==> src/rtl/hangman_input_sequencer_if.sv <==
// Keypad/host-side strobes and game-side handshake for the hangman input sequencer.
interface hangman_input_sequencer_if #(
  parameter int unsigned WORD_LEN = 5
);
  logic [7:0]            key_data;
  logic                  key_valid;
  logic                  key_enter;
  logic                  key_clear;
  logic                  game_rdy;
  logic                  game_over;
  logic [8*WORD_LEN-1:0] setWord;
  logic                  toggle_state;
  logic [7:0]            guess;
  logic [4:0]            guess_cnt;
  logic [2:0]            letters_in;
  logic                  reject;
  logic [1:0]            phase;

  // Keypad/game side: drives strobes and game status, observes the sequencer.
  modport master (
    output key_data, key_valid, key_enter, key_clear, game_rdy, game_over,
    input  setWord, toggle_state, guess, guess_cnt, letters_in, reject, phase
  );

  // Sequencer side.
  modport slave (
    input  key_data, key_valid, key_enter, key_clear, game_rdy, game_over,
    output setWord, toggle_state, guess, guess_cnt, letters_in, reject, phase
  );
endinterface

==> src/rtl/hangman_input_sequencer.sv <==
// Hangman input sequencer: loads the secret word, arms the game, then forwards
// validated, de-duplicated guesses while the game logic is ready.
module hangman_input_sequencer #(
  parameter int unsigned WORD_LEN    = 5,
  parameter bit          ALLOW_LOWER = 1'b1
) (
  input logic                      clk,
  input logic                      nRst,
  hangman_input_sequencer_if.slave bus
);

  typedef enum logic [1:0] {
    LOAD = 2'd0,
    ARM  = 2'd1,
    PLAY = 2'd2,
    DONE = 2'd3
  } phase_t;

  localparam int unsigned WBITS   = 8 * WORD_LEN;
  localparam logic [2:0]  FULL    = 3'(WORD_LEN);
  localparam logic [4:0]  CNT_MAX = 5'd26;

  phase_t           state_q, state_d;
  logic [WBITS-1:0] word_q, word_d;
  logic [7:0]       guess_q, guess_d;
  logic [4:0]       cnt_q, cnt_d;
  logic [2:0]       li_q, li_d;
  logic [25:0]      used_q, used_d;
  logic             rej_q, rej_d;
  logic             tog_q, tog_d;

  logic             is_upper, is_lower, is_letter;
  logic [7:0]       letter;
  logic [4:0]       idx;

  // Classify the incoming byte, fold lower case, and derive its alphabet index.
  always_comb begin
    is_upper  = (bus.key_data >= 8'h41) && (bus.key_data <= 8'h5A);
    is_lower  = ALLOW_LOWER && (bus.key_data >= 8'h61) && (bus.key_data <= 8'h7A);
    is_letter = is_upper || is_lower;
    letter    = is_lower ? (bus.key_data - 8'h20) : bus.key_data;
    idx       = is_letter ? 5'(letter - 8'h41) : '0;
  end

  // Next-state and next-output logic; strobe priority is clear > game_over > enter > valid.
  always_comb begin
    state_d = state_q;
    word_d  = word_q;
    guess_d = guess_q;
    cnt_d   = cnt_q;
    li_d    = li_q;
    used_d  = used_q;
    rej_d   = 1'b0;

    unique case (state_q)
      LOAD: begin
        if (bus.key_clear) begin
          word_d = '0;
          li_d   = '0;
        end else if (bus.key_enter) begin
          if (li_q == FULL) state_d = ARM;
          else              rej_d   = 1'b1;
        end else if (bus.key_valid) begin
          if (is_letter && (li_q < FULL)) begin
            // Truncating cast keeps the low WBITS bits: shift left one letter.
            word_d = WBITS'({word_q, letter});
            li_d   = li_q + 3'd1;
          end else begin
            rej_d = 1'b1;
          end
        end
      end
      ARM: state_d = PLAY;
      PLAY: begin
        if (bus.key_clear) begin
          state_d = LOAD;
          word_d  = '0;
          guess_d = '0;
          cnt_d   = '0;
          li_d    = '0;
          used_d  = '0;
        end else if (bus.game_over) begin
          state_d = DONE;
        end else if (bus.key_enter) begin
          rej_d = 1'b1;
        end else if (bus.key_valid) begin
          if (is_letter && bus.game_rdy && !used_q[idx]) begin
            guess_d     = letter;
            used_d[idx] = 1'b1;
            cnt_d       = (cnt_q == CNT_MAX) ? cnt_q : (cnt_q + 5'd1);
          end else begin
            rej_d = 1'b1;
          end
        end
      end
      DONE: begin
        if (bus.key_clear) begin
          state_d = LOAD;
          word_d  = '0;
          guess_d = '0;
          cnt_d   = '0;
          li_d    = '0;
          used_d  = '0;
        end else if (bus.key_enter || bus.key_valid) begin
          rej_d = 1'b1;
        end
      end
    endcase

    // Registered so the pulse lines up with the single cycle spent in ARM.
    tog_d = (state_d == ARM);
  end

  // State and output registers with synchronous active-low reset.
  always_ff @(posedge clk) begin
    if (!nRst) begin
      state_q <= LOAD;
      word_q  <= '0;
      guess_q <= '0;
      cnt_q   <= '0;
      li_q    <= '0;
      used_q  <= '0;
      rej_q   <= 1'b0;
      tog_q   <= 1'b0;
    end else begin
      state_q <= state_d;
      word_q  <= word_d;
      guess_q <= guess_d;
      cnt_q   <= cnt_d;
      li_q    <= li_d;
      used_q  <= used_d;
      rej_q   <= rej_d;
      tog_q   <= tog_d;
    end
  end

  assign bus.setWord      = word_q;
  assign bus.guess        = guess_q;
  assign bus.guess_cnt    = cnt_q;
  assign bus.letters_in   = li_q;
  assign bus.reject       = rej_q;
  assign bus.toggle_state = tog_q;
  assign bus.phase        = state_q;

endmodule

==> src/flat_wrapper.sv <==
// flat-port wrapper written by rule: the top's interface ports become plain ports
module hangman_input_sequencer_flat 
#(
  parameter int unsigned WORD_LEN    = 5,
  parameter bit          ALLOW_LOWER = 1'b1
)
  (clk, nRst, bus_key_data, bus_key_valid, bus_key_enter, bus_key_clear, bus_game_rdy, bus_game_over, bus_setWord, bus_toggle_state, bus_guess, bus_guess_cnt, bus_letters_in, bus_reject, bus_phase);
  hangman_input_sequencer_if #(.WORD_LEN(WORD_LEN)) bus_i ();
  input logic clk;
  input logic nRst;
  input wire logic [$bits(bus_i.key_data)-1:0] bus_key_data;
  input wire logic [$bits(bus_i.key_valid)-1:0] bus_key_valid;
  input wire logic [$bits(bus_i.key_enter)-1:0] bus_key_enter;
  input wire logic [$bits(bus_i.key_clear)-1:0] bus_key_clear;
  input wire logic [$bits(bus_i.game_rdy)-1:0] bus_game_rdy;
  input wire logic [$bits(bus_i.game_over)-1:0] bus_game_over;
  output wire logic [$bits(bus_i.setWord)-1:0] bus_setWord;
  output wire logic [$bits(bus_i.toggle_state)-1:0] bus_toggle_state;
  output wire logic [$bits(bus_i.guess)-1:0] bus_guess;
  output wire logic [$bits(bus_i.guess_cnt)-1:0] bus_guess_cnt;
  output wire logic [$bits(bus_i.letters_in)-1:0] bus_letters_in;
  output wire logic [$bits(bus_i.reject)-1:0] bus_reject;
  output wire logic [$bits(bus_i.phase)-1:0] bus_phase;
  assign bus_i.key_data = bus_key_data;
  assign bus_i.key_valid = bus_key_valid;
  assign bus_i.key_enter = bus_key_enter;
  assign bus_i.key_clear = bus_key_clear;
  assign bus_i.game_rdy = bus_game_rdy;
  assign bus_i.game_over = bus_game_over;
  assign bus_setWord = bus_i.setWord;
  assign bus_toggle_state = bus_i.toggle_state;
  assign bus_guess = bus_i.guess;
  assign bus_guess_cnt = bus_i.guess_cnt;
  assign bus_letters_in = bus_i.letters_in;
  assign bus_reject = bus_i.reject;
  assign bus_phase = bus_i.phase;
  hangman_input_sequencer #(.WORD_LEN(WORD_LEN), .ALLOW_LOWER(ALLOW_LOWER)) u_core (.clk(clk), .nRst(nRst), .bus(bus_i));
endmodule
==> config.mk <==
export PLATFORM = sky130hd
export DESIGN_NAME = hangman_input_sequencer_flat
export DESIGN_NICKNAME = d
export VERILOG_FILES = /design/src/rtl/hangman_input_sequencer_if.sv /design/src/rtl/hangman_input_sequencer.sv /design/src/flat_wrapper.sv
export SDC_FILE = /design/constraint.sdc
export NUM_CORES = 1
export LEC_CHECK = 0
export BUFFER_PORTS_ARGS = -buffer_cell sky130_fd_sc_hd__buf_2
export CAP_MARGIN = 20
export CORE_UTILIZATION = 56
export DETAILED_ROUTE_END_ITERATION = 7
export PLACE_DENSITY = 0.8
export SETUP_SLACK_MARGIN = 0.5
export SYNTH_ARGS = -nofsm -noshare
export SYNTH_HDL_FRONTEND = slang
export SYNTH_SLANG_ARGS = --single-unit
==> constraint.sdc <==
create_clock -name clk -period 4.9 [get_ports clk]
set_input_delay 0.98 -clock clk [delete_from_list [all_inputs] [get_ports clk]]
set_output_delay 0.98 -clock clk [all_outputs]
set_load 0.02 [all_outputs]
==> key figures <==
Yosys
  • Seq/Total Area, Yosys: 0.415
  • Yosys warns: 0
  • Syn Inst Count: 493
  • Synth Cell Area: 0.00414 mm2
  • Synth cell types: 60
  • Register bit count reported by yosys: 86
  • Number of enable flip-flop cells after synthesis: 0
  • FFs w/ async S/R, synth: 0
  • Most used DFF post-synth: dfxtp_1
  • Synthesized area per cell: 8.41 um2
  • Syn nets: 517

Routing
  • Drt pass-1 iters: 5
  • DRT iter0 DRCs: 267
  • DRC errors left: 0
  • Post-DRT Antenna Nets: 0
  • Vias per inst: 5.85
  • Post-Route WL: 9790 um
  • Via count: 3,792
  • WL/cell: 15.1 um

STA
  • Setup TNS Final: 0 ps
  • Fin crit share: 0.805
  • Endpoints failing setup: 0
  • Unrepaired setup endpoints after global routing: false
  • Final Hold Viols: 0
  • Fin. max-slew vios: 0
  • Final min period: 3950 ps
  • Worst-Margin Slew: 1040 ps
  • Slew HR: 0.307
  • Clk_skew: 15.4 ps
  • FMAX: 253 MHz

Floorplan
  • Ports: 75
  • Die Width: 88.0 um
  • Std-Cell Rows: 30
  • Die area: 0.00775 mm2
  • Die Height: 88.0 um
  • Core area: 0.00698 mm2
  • Starting Density: 0.594

Hold path
  • Worst hold path cell count: 2
  • Min-delay worst type: flip-flop to flip-flop

Critical path
  • Kind of critical path: input pin to flip-flop
  • WP data required: 5180 ps
  • Startpoint class of the critical path: input pin
  • Total stage count of the critical path: 10
  • Worst R2R Path Depth: 7
  • Crit-path max FO: 20
  • Delay-heaviest family, CP: simple AND/OR/NAND/NOR gates
  • CP Capture Type: flip-flop
  • Cell Chain, Critical Path: buf_2 > inv_1 > ha_1 > mux4_2 > a41oi_2 > o211ai_1 > or4_4 > or2_1 > buf_12 > o31ai_1
  • Crit path DAT: 4230 ps
  • WP buf/inv: 3
  • Crit-path slowest cell: ha_1
  • Max stage delay on crit path: 590 ps

Power and ir drop
  • Worst IR Drop VDD: 0.217 mV
  • PwrDens: 279 mW/mm2
  • Flop pwr share: 0.534
  • Clock Power Share: 0.373
  • Comb power frac: 0.092
  • Sw Share: 0.288
  • Power Total: 1320 uW
  • Lkg Pwr: 0.00195 uW
  • Int Pwr: 941 uW
  • Switch Pwr: 382 uW

Status
  • Outcome: finished clean

Job
  • MaxCap Viol Count: 0

Global routing
  • Vias in the first global route: 3,256
  • Initial antenna violation count: 0
  • First-pass GRT wire length: 15,600 um
  • Gr ovfl total: 0
  • Gr usage total: 0.261
  • Largest net degree at the start of global routing: 71

Placed design
  • DPL Wire Length: 6970 um
  • Routability congestion estimate: 0.911
  • PortBufs: 74

Clock tree
  • CTS tree: yes
  • Clock slew at reported path FFs: 90 ps
  • Cts hold-fix bufs: 0
  • Post-CTS Repair Setup Buffers: 0
  • CTS Sinks: 86
  • CTS resizes: 0
  • Clock Latency Late Sink: 370 ps
  • CTS Buf Count: 9
  • H-tree levels: 3
  • Clock Path Buffers: 2
  • Clk root buf: clkbuf_8

Cells and area
  • Nets: 571
  • Diodes inserted: 0
  • Layout area overhead: 14.3%
  • Share of cells above drive strength 1: 0.196
layout by cell type, fill, tap and decap left out, drive strengths merged, types with 10 or more instances in the layout:
master  instances
inv            14
buf            80
o21ai          49
mux2i          11
nand2         102
o31ai          24
dfxtp          86
nor2           10
nand3          54
logic make-up (layout without fill, tap and decap cells):
logic type                 after synthesis  count (layout)  share of synthesized area
muxes                                   19              19                     0.0673
AOI/OAI and AO/OA                      115             115                      0.183
DFF                                     86              86                      0.415
adders and majority gates                9               9                     0.0272
xor gates and xnor gates                 5               5                     0.0106
buffers and inverters                   48             107                     0.0537
and+or+nand+nor                        211             211                      0.243
registers in the layout, summed over array words and instances, names as in the netlist:
signal                   cells
u_core.bus.setWord          40
u_core.used_q               26
u_core.bus.guess             8
u_core.bus.guess_cnt         5
u_core.bus.letters_in        3
u_core.bus.phase             2
u_core.bus.reject            1
u_core.bus.toggle_state      1
routing by layer:
layer	global-route usage	vias to the layer above	wire, um
li1	-	1873	-
met3	0.0537	22	696
met2	0.407	148	4600
met4	0.119	0	231
met1	0.350	1749	4260
met5	0	-	0
final cells by class:
type / instances / area [um2]
fillers: 619 / 2240
multi-input cells: 359 / 2210
well taps: 96 / 120
clock inverters: 7 / 78.8
inverters: 11 / 41.3
clock buffers: 9 / 124
repair buffers: 80 / 440
flip-flops and latches: 86 / 1720
synth_stat cells (2+ instances only):
cell,count,area [um2]
and3_1,2,12.5
o311a_1,2,20.0
nor3_1,4,20.0
mux2i_1,11,110
buf_1,3,11.3
or3_1,4,25.0
nand3_1,54,270
a21boi_0,2,15.0
nand4_1,2,12.5
o21a_1,3,22.5
o21ai_0,48,240
a31oi_1,2,12.5
mux4_2,3,67.6
clkbuf_1,25,93.8
xor2_1,4,35.0
nand3b_1,3,22.5
nor3b_1,3,22.5
nand2b_1,6,37.5
mux2_2,2,22.5
buf_2,4,20.0
nor4_1,3,18.8
ha_1,9,113
dfxtp_1,86,1720
o31ai_1,24,180
o211ai_1,6,45.0
buf_6,5,56.3
nor4bb_1,3,30.0
a21o_1,3,22.5
nor2b_1,2,12.5
mux4_1,3,78.8
o32ai_1,2,17.5
and2_1,3,18.8
inv_1,11,41.3
a21oi_1,9,45.0
nor2_1,10,37.5
nor4b_1,2,17.5
nand2_1,102,383
final timing paths:
path | end | slack [ps] | from
max reg2reg | u_core.used_q[11]$_SDFFE_PN0P_ | 2060 | u_core.used_q[20]$_SDFFE_PN0P_
min reg2reg | u_core.used_q[25]$_SDFFE_PN0P_ | 460 | u_core.used_q[25]$_SDFFE_PN0P_
min | u_core.used_q[25]$_SDFFE_PN0P_ | 460 | u_core.used_q[25]$_SDFFE_PN0P_
max | u_core.used_q[11]$_SDFFE_PN0P_ | 950 | bus_key_data[1]
through the flow:
step                 util  setup slack [ps]  cell area [um2]  hold slack (ps)  std cells
floorplan               -              1090             4140              415        493
global placement    0.650               727             4540              428        632
detailed placement  0.650               560             4540              438        632
CTS                 0.679               953             4740              458        648
global route        0.679               690             4740              476        648
finish              0.679               953             4740              458        648
power by group through the flow:
stage | sequential (uW) | clock, uW | combinational, uW
floorplan | 729 | 0 | 78.9
global placement | 723 | 0 | 117
detailed placement | 723 | 0 | 120
CTS | 707 | 502 | 121
global route | 708 | 536 | 133
finish | 707 | 494 | 122
worst reg2reg max path, delay by kind of cell (launching register included):
family                 cells  cell delay (ps)
muxes                      1              510
and+or+nand+nor            2             1100
buffers and inverters      1              280
AOI/OAI and AO/OA          3              540
DFF                        1              320
No activity file was read; power rests on OpenSTA's default activity.
